## src/rtl/addr_map_rule_pkg.sv

```systemverilog
// Address map rule type shared by the external crossbars and demultiplexers.
// A rule selects port idx for addresses in [start_addr, end_addr).
package addr_map_rule_pkg;

  typedef struct packed {
    logic [31:0] idx;
    logic [31:0] start_addr;
    logic [31:0] end_addr;
  } addr_map_rule_t;

endpackage

```

## src/rtl/ext_periph_demux_pkg.sv

```systemverilog
// Shared constants for the external peripheral OBI demultiplexer: default
// rule table, unmapped-access read data and port-select width helper.
package ext_periph_demux_pkg;

  import addr_map_rule_pkg::*;

  localparam logic [31:0] EXT_PERIPHERAL_START_ADDRESS = 32'h2000_0000;
  localparam logic [31:0] EXT_PERIPH_WINDOW            = 32'h0000_1000;
  localparam int          DEFAULT_NPERIPH              = 3;
  localparam logic [31:0] EXT_PERIPH_ERR_RDATA         = 32'hBADC_AB1E;

  // One extra select code beyond the slaves addresses the error responder.
  function automatic int sel_width(input int nperiph);
    return $clog2(nperiph + 1);
  endfunction

  function automatic addr_map_rule_t mk_rule(input int k);
    addr_map_rule_t r;
    r.idx        = 32'(k);
    r.start_addr = EXT_PERIPHERAL_START_ADDRESS + 32'(k) * EXT_PERIPH_WINDOW;
    r.end_addr   = r.start_addr + EXT_PERIPH_WINDOW;
    return r;
  endfunction

  localparam addr_map_rule_t [DEFAULT_NPERIPH-1:0] DEFAULT_ADDR_RULES =
    {mk_rule(2), mk_rule(1), mk_rule(0)};

endpackage

```

## src/rtl/ext_periph_addr_decode.sv

```systemverilog
// Combinational address-rule matcher: lowest matching rule wins, no match
// returns select code NPERIPH with hit low.
module ext_periph_addr_decode
  import addr_map_rule_pkg::*;
  import ext_periph_demux_pkg::*;
#(
  parameter int NPERIPH = 3,
  parameter int ADDR_W  = 32,
  parameter int SEL_W   = sel_width(NPERIPH),
  parameter addr_map_rule_t [NPERIPH-1:0] ADDR_RULES = DEFAULT_ADDR_RULES
) (
  input  logic [ADDR_W-1:0] addr,
  output logic [SEL_W-1:0]  sel,
  output logic              hit
);

  always_comb begin
    sel = SEL_W'(NPERIPH);
    hit = 1'b0;
    // Scan downwards so the lowest-indexed overlapping rule is applied last.
    for (int k = NPERIPH - 1; k >= 0; k--) begin
      if ((ADDR_W'(ADDR_RULES[k].start_addr) <= addr) &&
          (addr < ADDR_W'(ADDR_RULES[k].end_addr))) begin
        sel = SEL_W'(ADDR_RULES[k].idx);
        hit = 1'b1;
      end
    end
  end

endmodule

```

## src/rtl/ext_periph_obi_demux.sv

```systemverilog
// OBI request demultiplexer for the external peripheral region with in-order
// response tracking and a built-in error responder for unmapped addresses.
// Optional watchdog: define EXT_PERIPH_DEMUX_TIMEOUT_EN.
module ext_periph_obi_demux
  import addr_map_rule_pkg::*;
  import ext_periph_demux_pkg::*;
#(
  parameter int NPERIPH     = 3,
  parameter int ADDR_W      = 32,
  parameter int DATA_W      = 32,
  parameter int MAX_OUTST   = 4,
  parameter addr_map_rule_t [NPERIPH-1:0] ADDR_RULES = DEFAULT_ADDR_RULES,
  parameter logic [DATA_W-1:0] ERR_RDATA = DATA_W'(EXT_PERIPH_ERR_RDATA),
  parameter int TIMEOUT_CYC = 1024
) (
  input  logic                      clk_i,
  input  logic                      rst_i,
  input  logic                      m_req_i,
  output logic                      m_gnt_o,
  input  logic [ADDR_W-1:0]         m_addr_i,
  input  logic                      m_we_i,
  input  logic [DATA_W/8-1:0]       m_be_i,
  input  logic [DATA_W-1:0]         m_wdata_i,
  output logic                      m_rvalid_o,
  output logic [DATA_W-1:0]         m_rdata_o,
  output logic [NPERIPH-1:0]        s_req_o,
  input  logic [NPERIPH-1:0]        s_gnt_i,
  output logic [ADDR_W-1:0]         s_addr_o,
  output logic                      s_we_o,
  output logic [DATA_W/8-1:0]       s_be_o,
  output logic [DATA_W-1:0]         s_wdata_o,
  input  logic [NPERIPH-1:0]        s_rvalid_i,
  input  logic [NPERIPH*DATA_W-1:0] s_rdata_i,
  output logic                      miss_o,
  output logic                      proto_err_o,
  output logic                      timeout_o
);

  localparam int SEL_W = sel_width(NPERIPH);
  localparam int CNT_W = $clog2(MAX_OUTST + 1);
  localparam logic [SEL_W-1:0] ERR_PORT = SEL_W'(NPERIPH);

  logic [SEL_W-1:0]  sel;
  logic              hit;
  logic [SEL_W-1:0]  cur_port;
  logic [CNT_W-1:0]  outst_cnt;
  logic              err_pend;
  logic              proto_err;
  logic              flush;
  logic              flush_rsp;
  logic              issue_ok;
  logic              accept;
  logic              slave_live;
  logic              slave_rvalid;
  logic [DATA_W-1:0] slave_rdata;
  logic              slave_rsp;
  logic              spurious;
  logic              rsp;

  ext_periph_addr_decode #(
    .NPERIPH    (NPERIPH),
    .ADDR_W     (ADDR_W),
    .SEL_W      (SEL_W),
    .ADDR_RULES (ADDR_RULES)
  ) u_decode (
    .addr (m_addr_i),
    .sel  (sel),
    .hit  (hit)
  );

  assign s_addr_o  = m_addr_i;
  assign s_we_o    = m_we_i;
  assign s_be_o    = m_be_i;
  assign s_wdata_o = m_wdata_i;

  // Request stage: a new target is only addressed once the old one has drained.
  assign issue_ok = ~flush & ((outst_cnt == '0) |
                    ((sel == cur_port) & (outst_cnt < CNT_W'(MAX_OUTST))));

  always_comb begin
    s_req_o = '0;
    m_gnt_o = 1'b0;
    if (issue_ok) begin
      if (hit) begin
        s_req_o[sel] = m_req_i;
        m_gnt_o      = s_gnt_i[sel];
      end else begin
        m_gnt_o = m_req_i;
      end
    end
  end

  assign accept = m_req_i & m_gnt_o;
  assign miss_o = accept & ~hit;

  // Response stage: only the current target may answer while it owes responses.
  assign slave_live = (outst_cnt != '0) & (cur_port != ERR_PORT) & ~flush;

  always_comb begin
    slave_rvalid = 1'b0;
    slave_rdata  = '0;
    spurious     = 1'b0;
    for (int k = 0; k < NPERIPH; k++) begin
      if (cur_port == SEL_W'(k)) begin
        slave_rvalid = s_rvalid_i[k];
        slave_rdata  = s_rdata_i[k*DATA_W +: DATA_W];
      end
      if (s_rvalid_i[k] && !(slave_live && (cur_port == SEL_W'(k))))
        spurious = 1'b1;
    end
  end

  assign flush_rsp = flush & (outst_cnt != '0);
  assign slave_rsp = slave_live & slave_rvalid;
  assign rsp       = slave_rsp | err_pend | flush_rsp;

  assign m_rvalid_o  = rsp;
  assign m_rdata_o   = slave_rsp ? slave_rdata :
                       (err_pend | flush_rsp) ? ERR_RDATA : '0;
  assign proto_err_o = proto_err;

  always_ff @(posedge clk_i or posedge rst_i) begin
    if (rst_i) begin
      outst_cnt <= '0;
      cur_port  <= '0;
      err_pend  <= 1'b0;
      proto_err <= 1'b0;
    end else begin
      if (accept)
        cur_port <= sel;
      err_pend <= miss_o;
      if (accept && !rsp)
        outst_cnt <= outst_cnt + CNT_W'(1);
      else if (!accept && rsp)
        outst_cnt <= outst_cnt - CNT_W'(1);
      if (spurious)
        proto_err <= 1'b1;
    end
  end

`ifdef EXT_PERIPH_DEMUX_TIMEOUT_EN
  localparam int WD_W = $clog2(TIMEOUT_CYC + 1);

  logic [WD_W-1:0] wd_cnt;
  logic            timeout_q;

  // Watchdog: a silent target is retired with one error response per request.
  always_ff @(posedge clk_i or posedge rst_i) begin
    if (rst_i) begin
      wd_cnt    <= '0;
      flush     <= 1'b0;
      timeout_q <= 1'b0;
    end else begin
      if (rsp || (outst_cnt == '0))
        wd_cnt <= '0;
      else
        wd_cnt <= wd_cnt + WD_W'(1);
      if (!flush && (outst_cnt != '0) && !rsp &&
          (wd_cnt == WD_W'(TIMEOUT_CYC - 1))) begin
        flush     <= 1'b1;
        timeout_q <= 1'b1;
      end else if (flush && (outst_cnt == CNT_W'(1))) begin
        flush <= 1'b0;
      end
    end
  end

  assign timeout_o = timeout_q;
`else
  // Watchdog compiled out: flag stays low for any legal TIMEOUT_CYC.
  assign flush     = 1'b0;
  assign timeout_o = (TIMEOUT_CYC < 0);
`endif

endmodule

```

## config.mk

```make
export PLATFORM = sky130hd
export DESIGN_NAME = ext_periph_obi_demux
export DESIGN_NICKNAME = d
export VERILOG_FILES = /design/src/rtl/addr_map_rule_pkg.sv /design/src/rtl/ext_periph_demux_pkg.sv /design/src/rtl/ext_periph_addr_decode.sv /design/src/rtl/ext_periph_obi_demux.sv
export SDC_FILE = /design/constraint.sdc
export NUM_CORES = 1
export LEC_CHECK = 0
export ABC_CLOCK_PERIOD_IN_PS = 4000
export BUFFER_PORTS_ARGS = -buffer_cell sky130_fd_sc_hd__buf_2
export CORE_AREA = 5 5 106 108
export CTS_CLUSTER_DIAMETER = 50
export DETAILED_ROUTE_END_ITERATION = 12
export DIE_AREA = 0 0 111 113
export PLACE_DENSITY = 0.68
export SYNTH_ARGS = -nofsm -noshare
export SYNTH_HDL_FRONTEND = slang
export SYNTH_SLANG_ARGS = --single-unit
```

## constraint.sdc

```tcl
create_clock -name clk_i -period 4 [get_ports clk_i]
set_clock_uncertainty 0.1 [all_clocks]
set_input_delay 0.8 -clock clk_i [delete_from_list [all_inputs] [get_ports clk_i]]
set_output_delay 0.8 -clock clk_i [all_outputs]
set_load 0.01 [all_outputs]
```

==> flow_summary.html, run 1 <==
<table>
<tr><th>Metric</th><th>Value</th></tr>
<tr><th colspan="2">Outcome</th></tr>
<tr><td>Outcome</td><td>finished clean</td></tr>
<tr><th colspan="2">GRT</th></tr>
<tr><td>Antenna violations before repair</td><td>0</td></tr>
<tr><td>Wire length of the first global-routing pass</td><td>12000 um</td></tr>
<tr><td>Via count of the first global-routing pass</td><td>2352</td></tr>
<tr><td>Global router's overall resource usage</td><td>11.5%</td></tr>
<tr><td>Pin count of the biggest net entering global routing</td><td>38</td></tr>
<tr><td>Global route overflow</td><td>0</td></tr>
<tr><th colspan="2">STA</th></tr>
<tr><td>Share of the clock period used by the worst path</td><td>86.8%</td></tr>
<tr><td>Post-Route Hold Slack</td><td>364 ps</td></tr>
<tr><td>Clock period minus final worst setup slack</td><td>3470 ps</td></tr>
<tr><td>Unrepaired setup endpoints after global routing</td><td>no</td></tr>
<tr><td>Pin slew with the least headroom to its limit</td><td>566 ps</td></tr>
<tr><td>Timing-limited maximum frequency</td><td>288 MHz</td></tr>
<tr><td>Max_slew headroom</td><td>61.9%</td></tr>
<tr><td>Max Transition Viols Final</td><td>0</td></tr>
<tr><td>Final setup violation count</td><td>0</td></tr>
<tr><td>Post-route setup TNS</td><td>0 ps</td></tr>
<tr><td>Hold Vio Cnt, Final</td><td>0</td></tr>
<tr><th colspan="2">Synthesis</th></tr>
<tr><td>Post-Syn Nets</td><td>465</td></tr>
<tr><td>Number of distinct library cell variants in the gate-level netlist after synthesis</td><td>40</td></tr>
<tr><td>Area leader, netlist</td><td>buf_4</td></tr>
<tr><td>Avg Synthesized Cell Area</td><td>6.86 um2</td></tr>
<tr><td>Proportion of synthesized chip area in sequential cells</td><td>8.83%</td></tr>
<tr><td>Count of flip-flops with a built-in enable after synthesis</td><td>0</td></tr>
<tr><td>Mapped Area</td><td>1980 um2</td></tr>
<tr><td>Proportion of synthesized flip-flops having asynchronous set or reset</td><td>100%</td></tr>
<tr><td>Flip-flop cell with the highest count after synthesis</td><td>dfrtp_1</td></tr>
<tr><td>Largest cells by area after synthesis</td><td>buf_4 (26%), mux2i_1 (17%), a21oi_1 (14%)</td></tr>
<tr><td>Dominant cell by count in the synthesized netlist</td><td>buf_4</td></tr>
<tr><td>Top-area cell type share of the netlist area</td><td>26.5%</td></tr>
<tr><td>Top cell types by occurrence after synthesis</td><td>buf_4 (70), nor2_1 (56), a21oi_1 (54), mux2i_1 (34), clkbuf_1 (12)</td></tr>
<tr><td>Post-Synthesis Cells</td><td>289</td></tr>
<tr><td>Number of synthesized register bits</td><td>7</td></tr>
<tr><td>Synthesis Warnings</td><td>0</td></tr>
<tr><th colspan="2">Worst setup path</th></tr>
<tr><td>Cell with the largest stage delay on the worst path</td><td>or4_4</td></tr>
<tr><td>Setup CP Type</td><td>input port to output port</td></tr>
<tr><td>Slowest Stage Delay on Critical Path</td><td>560 ps</td></tr>
<tr><td>Start point of the critical path</td><td>m_addr_i[18]</td></tr>
<tr><td>Critical path data required time</td><td>3100 ps</td></tr>
<tr><td>Endpoint type of the worst setup path</td><td>output port</td></tr>
<tr><td>Arrival time at the worst endpoint</td><td>2570 ps</td></tr>
<tr><td>Critical path endpoint</td><td>s_req_o[2]</td></tr>
<tr><td>R2r setup slk</td><td>1210 ps</td></tr>
<tr><td>Crit path launch type</td><td>input port</td></tr>
<tr><td>Worst path cell trace</td><td>buf_2, or4_4, nor4_1, o31ai_2, nor4b_2, buf_2</td></tr>
<tr><td>Worst r2r path cells</td><td>12</td></tr>
<tr><td>Capture instance of the worst register-to-register path</td><td>outst_cnt[2]</td></tr>
<tr><td>Largest driver fanout on the critical path</td><td>4</td></tr>
<tr><td>Top cell by count, worst path</td><td>buf_2</td></tr>
<tr><td>Origin of the critical flop-to-flop path</td><td>cur_port[1]</td></tr>
<tr><th colspan="2">Place</th></tr>
<tr><td>Placed standard-cell area</td><td>2500 um2</td></tr>
<tr><td>Weighted congestion at the end of routability-driven global placement</td><td>0.845</td></tr>
<tr><td>Post-detail-place hpwl</td><td>6710 um</td></tr>
<tr><td>Instance count after placement with tap cells included</td><td>524</td></tr>
<tr><td>Quantity of I/O buffers inserted on ports</td><td>183</td></tr>
<tr><th colspan="2">Floorplan</th></tr>
<tr><td>Area of the die</td><td>12500 um2</td></tr>
<tr><td>Ports</td><td>283</td></tr>
<tr><td>Starting density of the core</td><td>19.6%</td></tr>
<tr><td>Die span in x</td><td>111 um</td></tr>
<tr><td>Num rows</td><td>37</td></tr>
<tr><td>Area of the core region</td><td>10100 um2</td></tr>
<tr><td>Die Span Y</td><td>113 um</td></tr>
<tr><th colspan="2">Drt</th></tr>
<tr><td>Number of DRC violations after detailed-routing iteration 0</td><td>128</td></tr>
<tr><td>Detailed-routing iteration count for the pre-antenna-repair pass</td><td>4</td></tr>
<tr><td>Detailed Route WL</td><td>7900 um</td></tr>
<tr><td>Final antenna-violating net count</td><td>0</td></tr>
<tr><td>Routed wire length per instance</td><td>15.0 um</td></tr>
<tr><td>Detailed-route via count</td><td>2351</td></tr>
<tr><td>Via-per-instance ratio</td><td>4.45</td></tr>
<tr><td>Residual DRC count</td><td>0</td></tr>
<tr><th colspan="2">Clock network</th></tr>
<tr><td>TritonCTS clock tree</td><td>built</td></tr>
<tr><td>Count of clock tree sinks</td><td>7</td></tr>
<tr><td>Clock tree root buffer cell</td><td>clkbuf_8</td></tr>
<tr><td>CTS-repair resized insts</td><td>0</td></tr>
<tr><td>Max Buffers Root-to-Sink</td><td>2</td></tr>
<tr><td>Clk slew on worst S/H paths</td><td>40 ps</td></tr>
<tr><td>Clock latency reported for the late side of the worst-skew pair</td><td>220 ps</td></tr>
<tr><td>H-tree levels</td><td>1</td></tr>
<tr><td>Hold buffer count at CTS</td><td>0</td></tr>
<tr><td>Inserted Clock Buffers</td><td>3</td></tr>
<tr><td>Buffers inserted by post-CTS timing repair</td><td>0</td></tr>
<tr><th colspan="2">Power and ir drop</th></tr>
<tr><td>Total power consumption of the routed design</td><td>0.000952 W</td></tr>
<tr><td>Static power due to leakage</td><td>1.49 nW</td></tr>
<tr><td>Power per unit of standard cell area</td><td>374 nW/um2</td></tr>
<tr><td>Max VDD drop</td><td>0.115 mV</td></tr>
<tr><th colspan="2">Finish</th></tr>
<tr><td>Number of antenna diodes</td><td>0</td></tr>
<tr><td>Final std cells w/o fill</td><td>528</td></tr>
<tr><td>Final instance area</td><td>2550 um2</td></tr>
<tr><td>Final net count</td><td>569</td></tr>
<tr><td>Synthesis-to-layout area growth</td><td>28.6%</td></tr>
<tr><td>Share of post-route cells with drive strength above 1</td><td>51.3%</td></tr>
<tr><th colspan="2">Min path</th></tr>
<tr><td>Hold path startpoint</td><td>proto_err_o</td></tr>
<tr><td>Type of the most critical hold path</td><td>register to register</td></tr>
<tr><th colspan="2">Run</th></tr>
<tr><td>Total of max-cap violations</td><td>0</td></tr>
</table>
metrics by stage:
stage | worst slack, ps | utilization (%)
2_1_floorplan | 687 | -
3_3_place_gp | 443 | 24.7
3_5_place_dp | 414 | 24.7
4_1_cts | 528 | 25.2
5_1_grt | 349 | 25.2
6_report | 529 | 25.2
cell type report:
| type | count | area, um2 |
|---|---|---|
| Clock buffer | 4 | 45.0 |
| Fill cell | 1141 | 7590 |
| Inverter | 4 | 15.0 |
| Multi-Input combinational cell | 188 | 1180 |
| Sequential cell | 7 | 176 |
| Tap cell | 136 | 170 |
| Timing Repair Buffer | 189 | 961 |
worst max-delay path: cells and delay by family:
kind	cells	cell delay [ps]
compound gates	1	170
simple gates	3	1320
buf+inv	2	280
flip-flops by register name (all words and copies together) (netlist names):
name         cells
proto_err_o      1
err_pend         1
cur_port         2
outst_cnt        3
layout by cell type, fill, tap and decap left out, types with 2 or more instances in the layout:
cell type / Yosys / routed
buf_4: 70 / 6
dfrtp_1: 7 / 6
nor2b_1: 3 / 2
o32a_1: 2 / 2
xor2_1: 2 / 2
clkbuf_8: 0 / 3
nand2_1: 3 / 3
xnor2_1: 2 / 2
and2_1: 3 / 3
nor2_1: 56 / 55
a211oi_1: 2 / 2
mux2_2: 2 / 2
a21oi_1: 54 / 54
buf_2: 5 / 183
inv_1: 4 / 4
nor4_1: 5 / 5
mux2i_1: 34 / 34
per-layer routing:
metal / share of wire [%] / wire length, um / GRT usage (%) / up-vias
met5: 0 / 0 / 0 / -
met4: 2.6 / 209 / 4.11 / 0
met3: 12 / 955 / 3.69 / 24
met2: 49 / 3900 / 20.7 / 176
met1: 36 / 2840 / 12.8 / 1027
li1: - / - / - / 1124
logic make-up after synthesis:
kind of cell	after synthesis	share of synthesized area, %
buffers and inverters	94	31.8
AND/OR/NAND/NOR	76	17.3
AO/OA/AOI/OAI	69	20.2
multiplexers	36	18.3
flip-flops	7	8.83
XOR/XNOR	4	1.77
adder cells (fa/ha/maj)	2	1.64
other	1	0.189
power by group:
part | leakage, nW | switching (W) | internal [W] | total, W
clock | 0.0228 | 0.0000287 | 0.0000688 | 0.0000975
sequential | 0.0742 | 0.0000310 | 0.0000981 | 0.000129
combinational | 1.39 | 0.000406 | 0.000319 | 0.000726
worst min-delay path by stage:
stage | to | slack [ps] | depth (start not counted)
6_report | proto_err_o | 360 | 2
2_1_floorplan | proto_err_o | 400 | 2
4_1_cts | proto_err_o | 360 | 2
3_5_place_dp | proto_err_o | 360 | 2
3_3_place_gp | proto_err_o | 350 | 2
5_1_grt | proto_err_o | 400 | 2
(Power assumes the default switching activity.)
==> inputs of run 2 (changes only) <==
--- a/config.mk
+++ b/config.mk
@@ -7,11 +7,11 @@
 export LEC_CHECK = 0
 export ABC_CLOCK_PERIOD_IN_PS = 4000
 export BUFFER_PORTS_ARGS = -buffer_cell sky130_fd_sc_hd__buf_2
-export CORE_AREA = 5 5 106 108
+export CORE_AREA = 2 2 109 111
 export CTS_CLUSTER_DIAMETER = 50
 export DETAILED_ROUTE_END_ITERATION = 12
 export DIE_AREA = 0 0 111 113
-export PLACE_DENSITY = 0.68
+export PLACE_DENSITY = 0.64
 export SYNTH_ARGS = -nofsm -noshare
 export SYNTH_HDL_FRONTEND = slang
 export SYNTH_SLANG_ARGS = --single-unit
==> constraint.sdc (replaced) <==
create_clock -name clk_i -period 4 [get_ports clk_i]
set_clock_uncertainty 0.1 [all_clocks]
set_input_delay 0.8 -clock clk_i [delete_from_list [all_inputs] [get_ports clk_i]]
set_output_delay 0.8 -clock clk_i [all_outputs]
set_load 0.005 [all_outputs]
==> run 2 against run 1 <==
Compared with the run above: global-route usage grew 0.070 points; maximum frequency up 0.69%; sequential power about the same; worst setup slack improved by 24 ps; critical path depth unchanged; sequential share of layout area down 0.13 points; non-clock buffer count rose by 1; cell area increased by 1.9%; cell count rose by 1.5%; wire length down 1.3%; first-iteration DRC count shrank 39%; clock power rose by 72%; critical endpoint is now m_gnt_o; highest routed layer unchanged.
==> flow_summary.html, run 2 (synthesis gave the netlist of run 1 again) <==
<table>
<tr><th>Metric</th><th>Value</th></tr>
<tr><th colspan="2">Worst setup path</th></tr>
<tr><td>Largest driver fanout on the critical path</td><td>3 (was 4)</td></tr>
<tr><td>Capture instance of the worst register-to-register path</td><td>outst_cnt[2] (unchanged)</td></tr>
<tr><td>Setup CP Type</td><td>input port to output port (unchanged)</td></tr>
<tr><td>Endpoint type of the worst setup path</td><td>output port (unchanged)</td></tr>
<tr><td>R2r setup slk</td><td>1060 ps (was 1210 ps)</td></tr>
<tr><td>Cell with the largest stage delay on the worst path</td><td>or4_4 (unchanged)</td></tr>
<tr><td>Arrival time at the worst endpoint</td><td>2550 ps (was 2570 ps)</td></tr>
<tr><td>Worst r2r path cells</td><td>12 (unchanged)</td></tr>
<tr><td>Worst path cell trace</td><td>buf_2, or4_4, nor4_1, nor2_1, a211oi_1, buf_2 (was buf_2, or4_4, nor4_1, o31ai_2, nor4b_2, buf_2)</td></tr>
<tr><td>Crit path launch type</td><td>input port (unchanged)</td></tr>
<tr><td>Top cell by count, worst path</td><td>buf_2 (unchanged)</td></tr>
<tr><td>Critical path data required time</td><td>3100 ps (about the same)</td></tr>
<tr><td>Origin of the critical flop-to-flop path</td><td>cur_port[1] (unchanged)</td></tr>
<tr><td>Slowest Stage Delay on Critical Path</td><td>540 ps (was 560 ps)</td></tr>
<tr><th colspan="2">Power and ir drop</th></tr>
<tr><td>Switching component of the power</td><td>0.000420 W (was 0.000466 W)</td></tr>
<tr><td>Internal Dissipation</td><td>0.000549 W (was 0.000486 W)</td></tr>
<tr><td>Sw Share</td><td>43.4% (was 48.9%)</td></tr>
<tr><td>Max VDD drop</td><td>0.145 mV (was 0.115 mV)</td></tr>
<tr><td>Total power consumption of the routed design</td><td>0.000969 W (was 0.000952 W)</td></tr>
<tr><td>Power per unit of standard cell area</td><td>373 nW/um2 (was 374 nW/um2)</td></tr>
<tr><td>Clk network pwr share</td><td>17.3% (was 10.2%)</td></tr>
<tr><td>Static power due to leakage</td><td>1.51 nW (was 1.49 nW)</td></tr>
<tr><td>Part of the total power dissipated in sequential elements</td><td>13.3% (was 13.5%)</td></tr>
<tr><td>Combinational share of power</td><td>69.4% (was 76.2%)</td></tr>
<tr><th colspan="2">Finish</th></tr>
<tr><td>Synthesis-to-layout area growth</td><td>31.0% (was 28.6%)</td></tr>
<tr><td>Number of antenna diodes</td><td>0 (unchanged)</td></tr>
<tr><td>Sequential cell area in the final layout</td><td>176 um2 (unchanged)</td></tr>
<tr><td>Final std cells w/o fill</td><td>536 (was 528)</td></tr>
<tr><td>Area used by multi-input combinational logic</td><td>1180 um2 (about the same)</td></tr>
<tr><td>Top library cells by usage in the layout, fill and taps aside</td><td>buf_2 (183), nor2_1 (56), a21oi_1 (54) (was buf_2 (183), nor2_1 (55), a21oi_1 (54))</td></tr>
<tr><td>Max reg flops</td><td>3 (unchanged)</td></tr>
<tr><td>Number of fill cells in the layout</td><td>1293 (was 1141)</td></tr>
<tr><td>Most common cell after layout, fill and taps aside</td><td>buf_2 (unchanged)</td></tr>
<tr><td>Most flops, register</td><td>outst_cnt (unchanged)</td></tr>
<tr><td>Final design utilization</td><td>23.0% (was 25.2%)</td></tr>
<tr><td>Share of post-route cells with drive strength above 1</td><td>51.1% (was 51.3%)</td></tr>
<tr><td>Final net count</td><td>570 (was 569)</td></tr>
<tr><td>Biggest regs</td><td>outst_cnt: 3 flops, cur_port: 2 flops (unchanged)</td></tr>
<tr><th colspan="2">Min path</th></tr>
<tr><td>Type of the most critical hold path</td><td>register to register (unchanged)</td></tr>
<tr><td>WHS Endpoint</td><td>proto_err_o (unchanged)</td></tr>
<tr><td>WHS Path Cells</td><td>2 (unchanged)</td></tr>
<tr><td>Hold path startpoint</td><td>proto_err_o (unchanged)</td></tr>
<tr><th colspan="2">Floorplan</th></tr>
<tr><td>Num rows</td><td>39 (was 37)</td></tr>
<tr><td>Starting density of the core</td><td>17.6% (was 19.6%)</td></tr>
<tr><td>Ports</td><td>283 (unchanged)</td></tr>
<tr><td>Area of the die</td><td>12500 um2 (unchanged)</td></tr>
<tr><td>Area of the core region</td><td>11300 um2 (was 10100 um2)</td></tr>
<tr><td>Die Span Y</td><td>113 um (unchanged)</td></tr>
<tr><td>Die span in x</td><td>111 um (unchanged)</td></tr>
<tr><th colspan="2">STA</th></tr>
<tr><td>Hold Vio Cnt, Final</td><td>0 (unchanged)</td></tr>
<tr><td>Pin slew with the least headroom to its limit</td><td>589 ps (was 566 ps)</td></tr>
<tr><td>Timing-limited maximum frequency</td><td>290 MHz (was 288 MHz)</td></tr>
<tr><td>Final setup violation count</td><td>0 (unchanged)</td></tr>
<tr><td>Unrepaired setup endpoints after global routing</td><td>no (unchanged)</td></tr>
<tr><td>Max_slew headroom</td><td>60.7% (was 61.9%)</td></tr>
<tr><td>Max Transition Viols Final</td><td>0 (unchanged)</td></tr>
<tr><td>Clock period minus final worst setup slack</td><td>3450 ps (was 3470 ps)</td></tr>
<tr><td>Post-route setup TNS</td><td>0 ps (unchanged)</td></tr>
<tr><td>Post-Route Hold Slack</td><td>351 ps (was 364 ps)</td></tr>
<tr><td>Share of the clock period used by the worst path</td><td>86.2% (was 86.8%)</td></tr>
<tr><th colspan="2">Drt</th></tr>
<tr><td>Detailed-routing iteration count for the pre-antenna-repair pass</td><td>4 (unchanged)</td></tr>
<tr><td>Detailed Route WL</td><td>7800 um (was 7900 um)</td></tr>
<tr><td>Detailed-route via count</td><td>2307 (was 2351)</td></tr>
<tr><td>Via-per-instance ratio</td><td>4.30 (was 4.45)</td></tr>
<tr><td>Routed wire length per instance</td><td>14.6 um (was 15.0 um)</td></tr>
<tr><td>Residual DRC count</td><td>0 (unchanged)</td></tr>
<tr><td>Number of DRC violations after detailed-routing iteration 0</td><td>78 (was 128)</td></tr>
<tr><td>Final antenna-violating net count</td><td>0 (unchanged)</td></tr>
<tr><th colspan="2">Place</th></tr>
<tr><td>Quantity of I/O buffers inserted on ports</td><td>183 (unchanged)</td></tr>
<tr><td>Post-detail-place hpwl</td><td>6600 um (was 6710 um)</td></tr>
<tr><td>Weighted congestion at the end of routability-driven global placement</td><td>0.816 (was 0.845)</td></tr>
<tr><td>Instance count after placement with tap cells included</td><td>532 (was 524)</td></tr>
<tr><th colspan="2">Clock network</th></tr>
<tr><td>Max Buffers Root-to-Sink</td><td>2 (unchanged)</td></tr>
<tr><td>Hold buffer count at CTS</td><td>0 (unchanged)</td></tr>
<tr><td>Inserted Clock Buffers</td><td>3 (unchanged)</td></tr>
<tr><td>Clock latency reported for the late side of the worst-skew pair</td><td>230 ps (was 220 ps)</td></tr>
<tr><td>Buffers inserted by post-CTS timing repair</td><td>0 (unchanged)</td></tr>
<tr><td>Clock tree root buffer cell</td><td>clkbuf_16 (was clkbuf_8)</td></tr>
<tr><td>TritonCTS clock tree</td><td>built (unchanged)</td></tr>
<tr><td>Clk slew on worst S/H paths</td><td>40 ps (about the same)</td></tr>
<tr><td>CTS-repair resized insts</td><td>0 (unchanged)</td></tr>
<tr><td>H-tree levels</td><td>1 (unchanged)</td></tr>
<tr><td>Count of clock tree sinks</td><td>7 (unchanged)</td></tr>
<tr><th colspan="2">GRT</th></tr>
<tr><td>Wire length of the first global-routing pass</td><td>11400 um (was 12000 um)</td></tr>
<tr><td>Global router's overall resource usage</td><td>11.6% (was 11.5%)</td></tr>
<tr><td>Antenna violations before repair</td><td>0 (unchanged)</td></tr>
<tr><td>Global route overflow</td><td>0 (unchanged)</td></tr>
<tr><td>Pin count of the biggest net entering global routing</td><td>34 (was 38)</td></tr>
<tr><td>Via count of the first global-routing pass</td><td>2132 (was 2352)</td></tr>
<tr><th colspan="2">Run</th></tr>
<tr><td>Total of max-cap violations</td><td>0 (unchanged)</td></tr>
<tr><th colspan="2">Outcome</th></tr>
<tr><td>Outcome</td><td>finished clean (unchanged)</td></tr>
</table>
==> run 2: cell types whose count changed in the layout (fill, tap and decap cells not counted), sizes merged <==
| cell | delta |
|---|---|
| buf | +1 |
==> run 2: power by group through the flow <==
stage               Sequential, W  Combinational, W  Clock, W
global placement         0.000129          0.000676         0
floorplan                0.000119          0.000455         0
CTS                      0.000129          0.000685  0.000173
global route             0.000135          0.000754  0.000180
detailed placement       0.000130          0.000682         0
finish                   0.000129          0.000672  0.000168
==> run 2: how the worst max path moves through the flow <==
stage,start,endpoint,slack [ps],cells past startpoint
after global placement,m_addr_i[18],outst_cnt[1],410,9
after floorplan,m_addr_i[18],outst_cnt[1],690,8
after detailed placement,m_addr_i[18],outst_cnt[1],390,9
after CTS,m_addr_i[18],s_req_o[2],540,6
final,m_addr_i[18],m_gnt_o,550,6
after global routing,m_addr_i[28],m_gnt_o,410,7
==> run 2: layout make-up <==
type,instances,area share [%]
timing repair buffer,190,37.3
multi-input combinational,188,45.4
tap,143,6.89
inverter,4,0.578
sequential,7,6.79
clock buffer,4,3.03
==> run 2: per-stage QoR <==
step / area (um2) / worst slack (ps)
after floorplan: 1980 / 687
after global placement: 2520 / 413
after detailed placement: 2520 / 386
after CTS: 2600 / 537
after global routing: 2600 / 406
final: 2600 / 553
==> run 2: layer usage <==
layer / vias up / wire [um] / global-route usage, %
met1: 1000 / 2730 / 11.5
met2: 160 / 3990 / 22.4
met3: 18 / 763 / 3.05
met4: 0 / 311 / 5.67
li1: 1129 / - / -
met5: - / 0 / 0
==> run 2: critical path, delay by kind of cell <==
family,cells,cell delay [ps]
buffers and inverters,2,270
AOI/OAI and AO/OA,1,280
and+or+nand+nor,3,1200
